$ cat src/rtl/spi_rx_deser.sv
// spi_rx_deser
//   SPI slave-side receiver. spi_sclk, spi_cs and spi_di are oversampled in the clk
//   domain and LSB-first (or MSB-first) words are rebuilt from them. Completed words
//   are offered on a valid/ready stream, together with overflow and framing status.
//
//   Build option: define SPI_RX_FIFO_EN for a FIFO_DEPTH-entry output FIFO. When it is
//   left undefined, the output storage is a single holding register.
//
// Ports
//   clk        in   system clock, at least 4x the SCLK frequency
//   rst_n      in   asynchronous active-low reset
//   spi_sclk   in   serial clock, asynchronous, idle low
//   spi_cs     in   chip select, active low, asynchronous
//   spi_di     in   serial data, asynchronous, ignored while spi_cs is high
//   m_data     out  head word of the output storage
//   m_valid    out  m_data holds a word
//   m_ready    in   downstream accepts; a word is popped when m_valid && m_ready
//   ovf        out  sticky: a word was dropped because the storage was full
//   ovf_clr    in   synchronous clear of ovf (a new overflow in the same cycle wins)
//   frame_err  out  one-cycle pulse: CS rose while a partial word was in progress
//   busy       out  high while the receiver is in SHIFT
module spi_rx_deser #(
  parameter int DATA_W     = 8,
  parameter int FIFO_DEPTH = 4,
  parameter int LSB_FIRST  = 1
) (
  input  logic              clk,
  input  logic              rst_n,
  input  logic              spi_sclk,
  input  logic              spi_cs,
  input  logic              spi_di,
  output logic [DATA_W-1:0] m_data,
  output logic              m_valid,
  input  logic              m_ready,
  output logic              ovf,
  input  logic              ovf_clr,
  output logic              frame_err,
  output logic              busy
);

  localparam int CNT_W = $clog2(DATA_W + 1);

  // Fail elaboration on a FIFO depth that the pointer scheme cannot handle.
  if (FIFO_DEPTH < 2 || (FIFO_DEPTH & (FIFO_DEPTH - 1)) != 0) begin : g_bad_depth
    $error("spi_rx_deser: FIFO_DEPTH must be a power of 2 and >= 2");
  end

  // ---------------------------------------------------------------------------
  // Input synchronizers. CS resets high so that reset never looks like a frame
  // start.
  // ---------------------------------------------------------------------------
  logic sclk_s1, sclk_sync, sclk_d;
  logic cs_s1, cs_sync;
  logic di_s1, di_sync;
  logic sclk_rise;

  always_ff @(posedge clk or negedge rst_n) begin
    if (!rst_n) begin
      sclk_s1   <= 1'b0;
      sclk_sync <= 1'b0;
      sclk_d    <= 1'b0;
      cs_s1     <= 1'b1;
      cs_sync   <= 1'b1;
      di_s1     <= 1'b0;
      di_sync   <= 1'b0;
    end else begin
      sclk_s1   <= spi_sclk;
      sclk_sync <= sclk_s1;
      sclk_d    <= sclk_sync;
      cs_s1     <= spi_cs;
      cs_sync   <= cs_s1;
      di_s1     <= spi_di;
      di_sync   <= di_s1;
    end
  end

  assign sclk_rise = sclk_sync & ~sclk_d;

  // ---------------------------------------------------------------------------
  // Receive FSM
  // ---------------------------------------------------------------------------
  typedef enum logic [1:0] {
    ST_IDLE  = 2'd0,
    ST_SHIFT = 2'd1,
    ST_LOAD  = 2'd2
  } state_t;

  state_t            state;
  logic [CNT_W-1:0]  bit_cnt;
  logic [DATA_W-1:0] shreg;
  logic [DATA_W-1:0] shreg_next;
  logic              push;

  always_comb begin
    shreg_next = shreg;
    if (LSB_FIRST != 0) begin
      // New bits enter at the top so that the first bit ends up in bit 0.
      shreg_next = {di_sync, shreg[DATA_W-1:1]};
    end else begin
      shreg_next = {shreg[DATA_W-2:0], di_sync};
    end
  end

  always_ff @(posedge clk or negedge rst_n) begin
    if (!rst_n) begin
      state     <= ST_IDLE;
      bit_cnt   <= '0;
      shreg     <= '0;
      frame_err <= 1'b0;
    end else begin
      frame_err <= 1'b0;
      case (state)
        ST_IDLE: begin
          if (!cs_sync) begin
            state   <= ST_SHIFT;
            bit_cnt <= '0;
            shreg   <= '0;
          end
        end
        ST_SHIFT: begin
          if (cs_sync) begin
            state     <= ST_IDLE;
            frame_err <= (bit_cnt != '0);
            bit_cnt   <= '0;
          end else if (sclk_rise) begin
            shreg <= shreg_next;
            if (bit_cnt == CNT_W'(DATA_W - 1)) begin
              state   <= ST_LOAD;
              bit_cnt <= '0;
            end else begin
              bit_cnt <= bit_cnt + CNT_W'(1);
            end
          end
        end
        ST_LOAD: begin
          // shreg is consumed by the storage during this cycle.
          state <= cs_sync ? ST_IDLE : ST_SHIFT;
          shreg <= '0;
        end
        default: begin
          state   <= ST_IDLE;
          bit_cnt <= '0;
        end
      endcase
    end
  end

  assign push = (state == ST_LOAD);
  assign busy = (state == ST_SHIFT);

  // ---------------------------------------------------------------------------
  // Output storage
  // ---------------------------------------------------------------------------
  logic pop;
  logic ovf_set;

  assign pop = m_valid && m_ready;

`ifdef SPI_RX_FIFO_EN
  localparam int AW = $clog2(FIFO_DEPTH);

  logic [DATA_W-1:0] mem [FIFO_DEPTH];
  logic [AW:0]       wr_ptr, rd_ptr;
  logic              full, empty;

  // Extra pointer MSB distinguishes full from empty when the index bits match.
  assign empty = (wr_ptr == rd_ptr);
  assign full  = (wr_ptr[AW] != rd_ptr[AW]) && (wr_ptr[AW-1:0] == rd_ptr[AW-1:0]);

  always_ff @(posedge clk or negedge rst_n) begin
    if (!rst_n) begin
      wr_ptr <= '0;
      rd_ptr <= '0;
      for (int i = 0; i < FIFO_DEPTH; i++) begin
        mem[i] <= '0;
      end
    end else begin
      // When full, a coincident pop frees the very slot being written.
      if (push && (!full || pop)) begin
        mem[wr_ptr[AW-1:0]] <= shreg;
        wr_ptr              <= wr_ptr + (AW+1)'(1);
      end
      if (pop) begin
        rd_ptr <= rd_ptr + (AW+1)'(1);
      end
    end
  end

  assign m_data  = mem[rd_ptr[AW-1:0]];
  assign m_valid = !empty;
  assign ovf_set = push && full && !pop;
`else
  logic [DATA_W-1:0] hold;
  logic              hold_vld;

  always_ff @(posedge clk or negedge rst_n) begin
    if (!rst_n) begin
      hold     <= '0;
      hold_vld <= 1'b0;
    end else begin
      if (push && (!hold_vld || pop)) begin
        // Push with a coincident pop replaces the word and keeps valid high.
        hold     <= shreg;
        hold_vld <= 1'b1;
      end else if (pop) begin
        hold_vld <= 1'b0;
      end
    end
  end

  assign m_data  = hold;
  assign m_valid = hold_vld;
  assign ovf_set = push && hold_vld && !pop;
`endif

  always_ff @(posedge clk or negedge rst_n) begin
    if (!rst_n) begin
      ovf <= 1'b0;
    end else if (ovf_set) begin
      ovf <= 1'b1;
    end else if (ovf_clr) begin
      ovf <= 1'b0;
    end
  end

endmodule

$ cat config.mk
export PLATFORM = sky130hd
export DESIGN_NAME = spi_rx_deser
export DESIGN_NICKNAME = d
export VERILOG_FILES = /design/src/rtl/spi_rx_deser.sv
export SDC_FILE = /design/constraint.sdc
export NUM_CORES = 1
export LEC_CHECK = 0
export BUFFER_PORTS_ARGS = -buffer_cell sky130_fd_sc_hd__buf_4
export CAP_MARGIN = 20
export CELL_PAD_IN_SITES_DETAIL_PLACEMENT = 1
export CELL_PAD_IN_SITES_GLOBAL_PLACEMENT = 2
export CORE_MARGIN = 2
export CORE_UTILIZATION = 39
export CTS_BUF_LIST = sky130_fd_sc_hd__clkbuf_8
export DETAILED_ROUTE_END_ITERATION = 10
export GPL_TIMING_DRIVEN = 1
export PLACE_DENSITY = 0.91
export SYNTH_ARGS = -nofsm -noshare
export SYNTH_HDL_FRONTEND = slang
export SYNTH_SLANG_ARGS = --single-unit
$ cat constraint.sdc
create_clock -name clk -period 1.7 [get_ports clk]
set_input_delay 0.17 -clock clk [delete_from_list [all_inputs] [get_ports clk]]
set_output_delay 0.17 -clock clk [all_outputs]
set_load 0.02 [all_outputs]
==> results list <==
* Sinks on Clock Net: 32
- Final core utilization: 50.0%
* Initial antenna violation count: 0
* DIE WIDTH: 62.5 µm
* Maximum number of pins on one net before global-route repair: 33
- Of the post-synthesis cell area, the dominant cell type holds 56.3%.
- Remaining global-route overflow: 0
- Once the floorplan was initialized, standard cells occupied 40.2% of the core.
* Syn Area/Cell: 11.8 µm²
- For this run, the top clock speed supported by timing is 625 MHz.
* Worst hold-check slack: 0.0720 ns
- Worst VDD drop: 0.000706 V
- Clock skew: 0.00469 ns
- Of all cell types, the one taking the most synthesized area is sky130_fd_sc_hd__dfrtp_1.
* Number of filler cells placed in the layout: 384
- Data required time of the worst path: 1.53 ns
- In this design, the stage delay of the slowest critical-path cell is 0.54 ns.
- The net count of the finished layout is 149.
* Cell count after synthesis: 113
* Power density over the cells: 1020 nW/µm²
* Critical Path Source Type: flop
- The most used flip-flop cell after synthesis is sky130_fd_sc_hd__dfrtp_1.
- In the synthesized netlist the async set-or-reset flop fraction comes to 100%.
- The worst path uses 94.1% of the clock period.
* Number of vias in the routed layout: 933
* Hold Vio Cnt, Final: 0
- Worst slew pin tran: 0.475 ns
- Post-Place Cell Area: 1500 µm²
- Net switching is 23.7% of the power.
* Buffers from clock root to sink, at most: 2
* R2R depth: 2
* Hold Path Stages: 2
- Combinational power share: 8.2%
* Clock tree from TritonCTS: done
- Die outline area: 3900 µm²
* Cell type with the highest occurrence count on the critical path: sky130_fd_sc_hd__buf_4
* Distinct cell type count after synthesis: 29
- Synth cell count leaders: 30 x sky130_fd_sc_hd__dfrtp_1, 26 x sky130_fd_sc_hd__nand2_1, 9 x sky130_fd_sc_hd__mux2_1
- The internal power of the cells totals 1.28 mW.
- Critical path buffers and inverters: 2
- Wire per inst: 14.6 µm
- Critical path capture point type: output port
- The flow ran to the end, and the final reports show no timing, DRC or antenna violations.
- In this run, the number of DRC markers left after iteration 0 of detailed routing was 34.
- Synthesis produced a netlist with a net count of 122.
* Final design instance area without fill: 1650 µm²
- Buffers inserted during clock tree synthesis total 5.
- Leak: 0.782 nW
- Total Routed Length: 2720 µm
* Critical path depth in cells: 3
- Fraction of final layout cells with drive strength greater than 1: 27.7%
* Sequential group share of total power: 49.4%
- Worst slew slack as a fraction of its limit: 68.4%
* Overall fraction of global-route tracks in use: 16.2%
* First-pass GRT wire length: 4910 µm
* #FFs+latches synth: 32
- Routability-driven placement finished with a final weighted congestion of 0.816.
- The tree is rooted in a sky130_fd_sc_hd__clkbuf_8.
- Slowest cell on crit path: sky130_fd_sc_hd__dfrtp_1
- Clock edge transition at the registers on the reported setup and hold paths: 0.07 ns
- Count of TritonRoute iterations in the first routing pass: 3
- EDFF count, synth: 0
- Slack of the worst reg-to-reg path: 0.25 ns
- The mapped netlist covers 1330 µm².
- Using the TritonRoute via totals, the vias-per-cell ratio works out to 4.99.
- # diodes: 0
- Ranked by total cell area, the synthesized netlist is headed by sky130_fd_sc_hd__dfrtp_1 56%, sky130_fd_sc_hd__mux2_1 7.6%, sky130_fd_sc_hd__nand2_1 7.3%, sky130_fd_sc_hd__dfstp_2 3.9%, sky130_fd_sc_hd__o21ai_1 3.0%.
- CP Max Fanout: 9
- From synthesis to final layout, the design area changed by 24.1%.
- Max Transition Viols Final: 0
- IO Pins: 19
- Clock group share of total power: 42.4%
- Switching power: 0.398 mW
* Detail Route Antenna Nets: 0
- Setup repair after global routing left no endpoint under its margin.
* CTS H-tree depth: 2
- Hold WC Path Type: input port to flop
- List of cells traversed by the critical path: nor2_2, buf_4, buf_4
- Setup total negative slack on the finished layout was measured at 0 ns.
- The setup path with the least slack is of type flop to output port.
- Setup violations remaining at the end of the flow were counted as 0.
- The number of global-route vias before repair is 1081.
- The later pin in the worst-skew pair is clocked with a latency of 0.29 ns.
- Cell family contributing the most delay on the critical path: flip-flops
- Count of buffers from port buffering: 18
- Setup bufs post-CTS: 0
* Arrival time at the worst endpoint: 1.43 ns
- Among all cell types in the netlist, the one instantiated most often is sky130_fd_sc_hd__dfrtp_1.
* Total number of placement rows: 21
- Yosys printed 0 warnings.
- Across the run, the number of max-cap violations was 0.
- HPWL after detailed placement: 1870 µm
- Core Region: 3310 µm²
* Vertical die dimension: 62.5 µm
* Time the final worst path needs with I/O delays and setup: 1.60 ns
* Final routed DRC violation total: 0
- Sequential share of the synthesized area: 60.3%
[cells in the final DEF (no fill, tap or decap)]
| master | count |
|---|---|
| sky130_fd_sc_hd__nor2_1 | 3 |
| sky130_fd_sc_hd__nor2b_1 | 1 |
| sky130_fd_sc_hd__or2_0 | 1 |
| sky130_fd_sc_hd__dfrtp_2 | 1 |
| sky130_fd_sc_hd__nand2b_1 | 2 |
| sky130_fd_sc_hd__a211o_1 | 1 |
| sky130_fd_sc_hd__o21ai_2 | 2 |
| sky130_fd_sc_hd__bufinv_16 | 1 |
| sky130_fd_sc_hd__dfrtp_1 | 29 |
| sky130_fd_sc_hd__nor4_1 | 1 |
| sky130_fd_sc_hd__ha_1 | 2 |
| sky130_fd_sc_hd__inv_2 | 2 |
| sky130_fd_sc_hd__o21ai_1 | 8 |
| sky130_fd_sc_hd__inv_1 | 4 |
| sky130_fd_sc_hd__nor3b_2 | 1 |
| sky130_fd_sc_hd__o22ai_1 | 3 |
| sky130_fd_sc_hd__xor2_1 | 1 |
| sky130_fd_sc_hd__a41oi_1 | 1 |
| sky130_fd_sc_hd__dlygate4sd3_1 | 4 |
| sky130_fd_sc_hd__nor3b_1 | 1 |
| sky130_fd_sc_hd__nor2_8 | 1 |
| sky130_fd_sc_hd__nand3_1 | 2 |
| sky130_fd_sc_hd__mux2_1 | 9 |
| sky130_fd_sc_hd__o211ai_2 | 1 |
| sky130_fd_sc_hd__clkinv_2 | 1 |
| sky130_fd_sc_hd__buf_4 | 19 |
| sky130_fd_sc_hd__dfstp_2 | 2 |
| sky130_fd_sc_hd__clkbuf_8 | 5 |
| sky130_fd_sc_hd__nand2_1 | 26 |
| sky130_fd_sc_hd__nand3_2 | 1 |
| sky130_fd_sc_hd__nor2_2 | 1 |
| sky130_fd_sc_hd__o22ai_4 | 1 |
| sky130_fd_sc_hd__a21oi_1 | 2 |
| sky130_fd_sc_hd__o21ai_0 | 1 |
[flip-flops by register name (all words and copies together) (netlist names)]
name	flops
m_data	8
m_valid	1
ovf	1
state	2
cs_sync	1
sclk_d	1
di_s1	1
sclk_s1	1
frame_err	1
bit_cnt	4
shreg	8
cs_s1	1
sclk_sync	1
di_sync	1
[worst paths after layout]
kind                       startpoint   endpoint
max                          state[1]       busy
min                           ovf_clr        ovf
max reg2reg                  state[1]  m_data[5]
min reg2reg                   sclk_s1  sclk_sync
max in group asynchronous       rst_n      cs_s1
min in group asynchronous       rst_n   state[1]
[cells by family after synthesis]
| family | Yosys count | share of synthesized area, % |
|---|---|---|
| XOR/XNOR | 1 | 0.657 |
| multiplexers | 9 | 7.61 |
| AO/OA/AOI/OAI | 20 | 10.6 |
| buffers and inverters | 8 | 3.66 |
| AND/OR/NAND/NOR | 41 | 15.3 |
| flip-flops | 32 | 60.3 |
| adder cells (fa/ha/maj) | 2 | 1.88 |
[per-stage QoR]
step | std cells | power (mW) | setup WS [ns]
floorplan | 113 | 0.919 | 0.480
global placement | 175 | 0.965 | 0.342
detailed placement | 175 | 0.977 | 0.283
CTS | 187 | 1.70 | 0.0349
global route | 187 | 1.75 | 0.0339
finish | 187 | 1.68 | 0.0998
[power by group through the flow]
stage	Sequential (mW)	Combinational [mW]	Clock, mW
after CTS	0.831	0.142	0.726
after detailed placement	0.844	0.133	0
after global routing	0.837	0.157	0.758
after global placement	0.841	0.124	0
final	0.831	0.138	0.712
after floorplan	0.837	0.0814	0
[worst reg2reg max path, cell delays in order (launching register included)]
cell and delay (ns):
sky130_fd_sc_hd__dfrtp_1 0.63, sky130_fd_sc_hd__nand3_2 0.31, sky130_fd_sc_hd__mux2_1 0.40
[area by class of cell]
class	instances	area [µm²]	area share, %
clock buffer	5	68.8	4.16
clock inverter	3	38.8	2.34
inverter	5	18.8	1.13
multi-input combinational	73	483	29.2
sequential	32	805	48.6
tap	46	57.6	3.48
timing repair buffer	23	183	11.0
[timing repair]
action                     CTS  global route
hold endpoints to repair    33             0
resized for setup            1             1
setup endpoints to repair    1             1
hold buffers                 4             0
[per-layer routing]
metal | GRT usage (%) | vias to the layer above | wire length [µm]
met2 | 28.8 | 19 | 1380
li1 | - | 436 | -
met3 | 3.96 | 8 | 128
met5 | 0 | - | 0
met4 | 8.89 | 0 | 64
met1 | 17.8 | 470 | 1150
(Power assumes the default switching activity.)
